==> config.mk <==
export PLATFORM = sky130hd
export DESIGN_NAME = mc_controller
export DESIGN_NICKNAME = d
export VERILOG_FILES = /design/src/rtl/mc_controller.sv
export SDC_FILE = /design/constraint.sdc
export NUM_CORES = 1
export LEC_CHECK = 0
export CAP_MARGIN = 10
export CORE_MARGIN = 2
export CORE_UTILIZATION = 42
export CTS_BUF_LIST = sky130_fd_sc_hd__clkbuf_2 sky130_fd_sc_hd__clkbuf_4 sky130_fd_sc_hd__clkbuf_8
export DETAILED_ROUTE_END_ITERATION = 8
export PLACE_DENSITY_LB_ADDON = 0.12
export SLEW_MARGIN = 20
export SYNTH_ARGS = -nofsm -noshare
export SYNTH_HDL_FRONTEND = slang
export SYNTH_SLANG_ARGS = --single-unit
==> constraint.sdc <==
create_clock -name clk -period 3.45 [get_ports clk]
set_input_delay 1.035 -clock clk [delete_from_list [all_inputs] [get_ports clk]]
set_output_delay 1.035 -clock clk [all_outputs]
set_load 0.01 [all_outputs]
==> src/rtl/mc_controller.sv <==
// Multi-cycle control FSM for the MIPS subset with a req/ready memory handshake and sticky traps.
// Defining MC_CTRL_PERF_EN adds the cyc_cnt / instr_cnt performance counters.
module mc_controller #(
  parameter int ALU_FUNC_W  = 6,
  parameter int MEM_TIMEOUT = 0,
  parameter int TMR_W       = 8
) (
  input  logic                  clk,
  input  logic                  rst_n,
  input  logic [5:0]            op,
  input  logic [5:0]            func,
  input  logic                  zero,
  input  logic                  mem_ready,
  output logic                  mem_req,
  output logic                  mem_we,
  output logic                  iord,
  output logic                  ir_we,
  output logic                  pc_we,
  output logic [1:0]            pc_src,
  output logic                  reg_we,
  output logic [1:0]            reg_dst,
  output logic [1:0]            wb_src,
  output logic [1:0]            alu_src_a,
  output logic [1:0]            alu_src_b,
  output logic                  imm_sext,
  output logic [ALU_FUNC_W-1:0] alu_func,
  output logic                  illegal,
  output logic                  timeout,
  output logic [3:0]            state_dbg
`ifdef MC_CTRL_PERF_EN
  ,
  output logic [31:0]           cyc_cnt,
  output logic [31:0]           instr_cnt
`endif
);

  localparam logic [5:0] OP_RTYPE = 6'b000000;
  localparam logic [5:0] OP_J     = 6'b000010;
  localparam logic [5:0] OP_JAL   = 6'b000011;
  localparam logic [5:0] OP_BEQ   = 6'b000100;
  localparam logic [5:0] OP_BNE   = 6'b000101;
  localparam logic [5:0] OP_ADDI  = 6'b001000;
  localparam logic [5:0] OP_SLTI  = 6'b001010;
  localparam logic [5:0] OP_ANDI  = 6'b001100;
  localparam logic [5:0] OP_ORI   = 6'b001101;
  localparam logic [5:0] OP_XORI  = 6'b001110;
  localparam logic [5:0] OP_LW    = 6'b100011;
  localparam logic [5:0] OP_SW    = 6'b101011;
  localparam logic [5:0] FN_JR    = 6'b001000;
  localparam logic [5:0] FN_ADD   = 6'b100000;
  localparam logic [5:0] FN_SUB   = 6'b100010;
  localparam logic [5:0] FN_AND   = 6'b100100;
  localparam logic [5:0] FN_OR    = 6'b100101;
  localparam logic [5:0] FN_XOR   = 6'b100110;
  localparam logic [5:0] FN_SLT   = 6'b101010;

  localparam logic [TMR_W-1:0] WAIT_MAX  = '1;
  localparam logic [TMR_W-1:0] WAIT_LAST = TMR_W'(MEM_TIMEOUT > 0 ? MEM_TIMEOUT - 1 : 0);

  typedef enum logic [3:0] {
    S_FETCH   = 4'd0,
    S_DECODE  = 4'd1,
    S_MEMADDR = 4'd2,
    S_MEMRD   = 4'd3,
    S_MEMWB   = 4'd4,
    S_MEMWR   = 4'd5,
    S_EXEC_R  = 4'd6,
    S_EXEC_I  = 4'd7,
    S_ALUWB   = 4'd8,
    S_BRANCH  = 4'd9,
    S_JUMP    = 4'd10,
    S_JAL     = 4'd11,
    S_JR      = 4'd12,
    S_TRAP    = 4'd13
  } state_t;

  state_t           state_q, state_d, dec_target;
  logic [TMR_W-1:0] wait_q, wait_d;
  logic             illegal_q, timeout_q;
  logic             mem_state, waiting, tmo_hit;

  always_comb begin
    dec_target = S_TRAP;
    case (op)
      OP_LW, OP_SW:                              dec_target = S_MEMADDR;
      OP_RTYPE:                                  dec_target = (func == FN_JR) ? S_JR : S_EXEC_R;
      OP_ADDI, OP_ANDI, OP_ORI, OP_XORI, OP_SLTI: dec_target = S_EXEC_I;
      OP_BEQ, OP_BNE:                            dec_target = S_BRANCH;
      OP_J:                                      dec_target = S_JUMP;
      OP_JAL:                                    dec_target = S_JAL;
      default:                                   dec_target = S_TRAP;
    endcase
  end

  // The trap fires at the edge ending the MEM_TIMEOUT-th consecutive wait; a late ready still wins.
  assign mem_state = (state_q == S_FETCH) || (state_q == S_MEMRD) || (state_q == S_MEMWR);
  assign waiting   = mem_state && !mem_ready;
  assign tmo_hit   = (MEM_TIMEOUT > 0) && waiting && (wait_q == WAIT_LAST);

  always_comb begin
    state_d = state_q;
    case (state_q)
      S_FETCH:   if (mem_ready) state_d = S_DECODE;
      S_DECODE:  state_d = dec_target;
      S_MEMADDR: state_d = (op == OP_SW) ? S_MEMWR : S_MEMRD;
      S_MEMRD:   if (mem_ready) state_d = S_MEMWB;
      S_MEMWR:   if (mem_ready) state_d = S_FETCH;
      S_EXEC_R, S_EXEC_I: state_d = S_ALUWB;
      S_MEMWB, S_ALUWB, S_BRANCH, S_JUMP, S_JAL, S_JR: state_d = S_FETCH;
      default:   state_d = S_TRAP;
    endcase
    if (tmo_hit) state_d = S_TRAP;
  end

  always_comb begin
    wait_d = wait_q;
    if ((state_d != state_q) &&
        ((state_d == S_FETCH) || (state_d == S_MEMRD) || (state_d == S_MEMWR)))
      wait_d = '0;
    else if (mem_state && mem_ready)
      wait_d = '0;
    else if (waiting && (wait_q != WAIT_MAX))
      wait_d = wait_q + 1'b1;
  end

  always_ff @(posedge clk) begin
    if (!rst_n) begin
      state_q   <= S_FETCH;
      wait_q    <= '0;
      illegal_q <= 1'b0;
      timeout_q <= 1'b0;
    end else begin
      state_q <= state_d;
      wait_q  <= wait_d;
      if ((state_q == S_DECODE) && (dec_target == S_TRAP)) illegal_q <= 1'b1;
      if (tmo_hit) timeout_q <= 1'b1;
    end
  end

  always_comb begin
    mem_req   = 1'b0;
    mem_we    = 1'b0;
    iord      = 1'b0;
    ir_we     = 1'b0;
    pc_we     = 1'b0;
    pc_src    = 2'b00;
    reg_we    = 1'b0;
    reg_dst   = 2'b00;
    wb_src    = 2'b00;
    alu_src_a = 2'b00;
    alu_src_b = 2'b00;
    imm_sext  = 1'b0;
    alu_func  = ALU_FUNC_W'(FN_ADD);
    case (state_q)
      S_FETCH: begin
        mem_req   = 1'b1;
        alu_src_b = 2'b01;
        ir_we     = mem_ready;
        pc_we     = mem_ready;
      end
      S_DECODE: begin
        alu_src_b = 2'b11;
        imm_sext  = 1'b1;
      end
      S_MEMADDR: begin
        alu_src_a = 2'b01;
        alu_src_b = 2'b10;
        imm_sext  = 1'b1;
      end
      S_MEMRD: begin
        mem_req = 1'b1;
        iord    = 1'b1;
      end
      S_MEMWB: begin
        reg_we = 1'b1;
        wb_src = 2'b01;
      end
      S_MEMWR: begin
        mem_req = 1'b1;
        mem_we  = 1'b1;
        iord    = 1'b1;
      end
      S_EXEC_R: begin
        alu_src_a = (func[5:3] == 3'b000) ? 2'b10 : 2'b01;
        alu_func  = ALU_FUNC_W'(func);
        reg_dst   = 2'b01;
      end
      S_EXEC_I: begin
        alu_src_a = 2'b01;
        alu_src_b = 2'b10;
        case (op)
          OP_ANDI: alu_func = ALU_FUNC_W'(FN_AND);
          OP_ORI:  alu_func = ALU_FUNC_W'(FN_OR);
          OP_XORI: alu_func = ALU_FUNC_W'(FN_XOR);
          OP_SLTI: begin
            alu_func = ALU_FUNC_W'(FN_SLT);
            imm_sext = 1'b1;
          end
          default: imm_sext = 1'b1;
        endcase
      end
      S_ALUWB: begin
        reg_we  = 1'b1;
        reg_dst = (op == OP_RTYPE) ? 2'b01 : 2'b00;
      end
      S_BRANCH: begin
        alu_src_a = 2'b01;
        alu_func  = ALU_FUNC_W'(FN_SUB);
        pc_src    = 2'b10;
        pc_we     = (op == OP_BNE) ? !zero : zero;
      end
      S_JUMP: begin
        pc_we  = 1'b1;
        pc_src = 2'b01;
      end
      S_JAL: begin
        pc_we   = 1'b1;
        pc_src  = 2'b01;
        reg_we  = 1'b1;
        reg_dst = 2'b10;
        wb_src  = 2'b10;
      end
      S_JR: begin
        pc_we  = 1'b1;
        pc_src = 2'b11;
      end
      default: ;
    endcase
    if (!rst_n) begin
      mem_req = 1'b0;
      mem_we  = 1'b0;
      ir_we   = 1'b0;
      pc_we   = 1'b0;
      reg_we  = 1'b0;
    end
  end

  assign illegal   = illegal_q;
  assign timeout   = timeout_q;
  assign state_dbg = state_q;

`ifdef MC_CTRL_PERF_EN
  logic [31:0] cyc_q, instr_q;

  always_ff @(posedge clk) begin
    if (!rst_n) begin
      cyc_q   <= '0;
      instr_q <= '0;
    end else begin
      if (state_q != S_TRAP) cyc_q <= cyc_q + 32'd1;
      if ((state_q != S_FETCH) && (state_d == S_FETCH)) instr_q <= instr_q + 32'd1;
    end
  end

  assign cyc_cnt   = cyc_q;
  assign instr_cnt = instr_q;
`endif

endmodule
==> flow_summary.toml <==
[run_status]
status = "finished, final reports clean"

[sta]
hold_violations = 0
setup_slack_ps = 3.52
tightest_slew_ps = 611
period_minus_slack_ps = 3450
fin_skew_ps = 2.90
rsz0062_at_grt = "true"
finalSetupViolCount = 0
drv_slew = 0
fmax_mhz = 290
slew_headroom_pct = 59.2
post-route-period-util_pct = 99.9

[cts]
cts_buffers = 3
clk_path_buf_depth = 2
hold_buffers = 0
path_clk_slew_ps = 40
clock-sinks = 5
root_buffer = "clkbuf_4"
h-tree-depth = 1
clock_latency_ps = 250
cts_tree = "done"

[global_routing]
gr-usage-all-layers_pct = 24.7
grt_max_degree = 31
grt_pass1_wl_mm = 5.09
grt_pass1_vias = 1130
grt_overflow = 0
antenna_found_initial = 0

[routing]
m1WireLength_mm = 1.40
vias = 1295
met2RoutedLength_mm = 1.46
wl_per_cell_um = 13.6
met3WireLength_um = 263
top_layer_used = "met4"
via_per_inst = 5.61
drcViolationCount = 0
drt-total-wl_mm = 3.15
drt_iter0_drc = 36
firstDrtPassIters = 4
antenna_left = 0

[die]
die_height_um = 51.7
die_x_um = 51.7
io_pins = 45
design.die.area_mm2 = 0.00268
coreArea_mm2 = 0.00219
rows = 17
initial_core_util_pct = 43.7

[power]
combPwrFrac_pct = 68.7
switching_share_pct = 43.9
p_int_mw = 0.309
p_per_area_mw_per_mm2 = 359
p_leak_nw = 0.643
ir_drop_mv = 0.362
seqPwrFrac_pct = 17.0
clkPwrFrac_pct = 14.2
switchingPower_mw = 0.242

[critical_path]
crit_chain = "buf_6, or3b_4, nor4_4, xor2_1, a222oi_1, nor3_1, buf_2"
max_stage_delay_ps = 400
required_ps = 2410
path_class = "input port to output port"
cp-start-kind = "input port"
end_kind = "output port"
cp_slowest_cell = "or3b_4"
worstPathMaxFanout = 2
cp.arrival_ps = 2410

[synth]
syn_nets = 167
ys_warn_count = 0
synth_commonest_cells = "16 x nor2_1, 15 x nand2_1, 13 x a21oi_1"
synthFlopType = "dfxtp_1"
synth.most_common_cell = "nor2_1"
async_flop_share_pct = 0
synthTopCellsByArea = "dfxtp_1 10%, a21oi_1 6.8%, nor2_1 6.3%"
synth.cell_area_um2 = 957
synthCells = 151
synth-edff-count = 0
yosys.area.top_type_share_pct = 10.5
ys_types = 50
synth-seq-area-share_pct = 10.5
ys_ff_latch = 5
syn_avg_cell_area_um2 = 6.34
yosysTopAreaCell = "dfxtp_1"

[final_layout]
syn2layout_area_growth_pct = 60.4
stdcell_count = 231
fin_util_pct = 70.1
layout.nets = 220
antenna_cells = 0
drive_gt1_share_pct = 22.2

[place]
place_ws_ps = -735
port_buffers = 43
routabilityCongestion = 0.847
place_inst = 224
dp.final_hpwl_mm = 2.35

[job]
cap_violations = 0

[min_path]
hp-class = "flip-flop to flip-flop"
layer usage:
layer	global-route usage, %	up-vias
met2	40.6	55
li1	-	647
met4	5.26	0
met3	4.02	5
met5	0	-
met1	33.7	588
cell families (layout without fill, tap and decap cells):
group / after synthesis / after routing / share of synthesized area [%]
other: 1 / 1 / 0.392
buffers and inverters: 23 / 75 / 11.8
AO/OA/AOI/OAI: 43 / 43 / 29.2
flip-flops: 5 / 5 / 10.5
AND/OR/NAND/NOR: 72 / 72 / 41.2
XOR/XNOR: 4 / 4 / 3.66
multiplexers: 3 / 3 / 3.40
power by group through the flow:
stage / Sequential (mW) / Clock, mW / Combinational, mW
after floorplan: 0.0871 / 0 / 0.222
after global placement: 0.0935 / 0 / 0.369
after detailed placement: 0.0943 / 0 / 0.377
after CTS: 0.0934 / 0.0798 / 0.371
after global routing: 0.0962 / 0.0828 / 0.414
final: 0.0938 / 0.0783 / 0.379
worst paths after layout:
check	startpoint	end	slack, ps	depth (start not counted)
setup / recovery	op[5]	pc_we	4	7
hold / removal	illegal	illegal	460	1
setup reg to reg	state_dbg[2]	state_dbg[2]	1900	5
hold reg to reg	illegal	illegal	460	1
registers in the layout, indices dropped and copies added (netlist names):
name	flops
illegal	1
state_dbg	4
per-stage QoR:
step	setup TNS, ps	hold slack, ps	power [mW]	area [µm²]
final	0	456	0.551	1540
after global routing	-144	472	0.593	1540
after CTS	-26.9	458	0.544	1510
after detailed placement	-4630	444	0.471	1480
after global placement	-4280	437	0.462	1480
after floorplan	0	497	0.309	957
layout by cell type (no fill, tap or decap), types with 3 or more instances in the layout:
cell,n
nor3_1,5
nor2b_1,4
nor2_1,15
nand2_1,15
clkbuf_4,4
and3_1,4
nand3_1,5
or3_1,3
dlygate4sd2_1,8
clkbuf_2,3
nand2b_1,6
a21oi_1,12
buf_2,4
inv_1,6
dfxtp_1,5
clkdlybuf4s50_1,26
a2111oi_0,3
buf_4,21
o21ai_0,7
nor4b_1,3
buf_6,3
what timing repair did:
item	4_1_cts	5_1_grt
resized for setup	37	15
setup endpoints to repair	12	7
pin swaps	6	5
setup buffers	1	2
cloned	0	0
layout make-up:
| class | instances | area (µm²) |
|---|---|---|
| flip-flops and latches | 5 | 100 |
| multi-input cells | 123 | 791 |
| fillers | 203 | 656 |
| well taps | 28 | 35.0 |
| repair buffers | 65 | 557 |
| inverters | 6 | 22.5 |
| clock buffers | 4 | 30.0 |
critical path, delay by kind of cell:
| family | cells | cell delay [ps] |
|---|---|---|
| buf+inv | 2 | 240 |
| compound gates | 1 | 270 |
| xor+xnor | 1 | 100 |
| simple gates | 3 | 770 |
(Power assumes the default switching activity.)
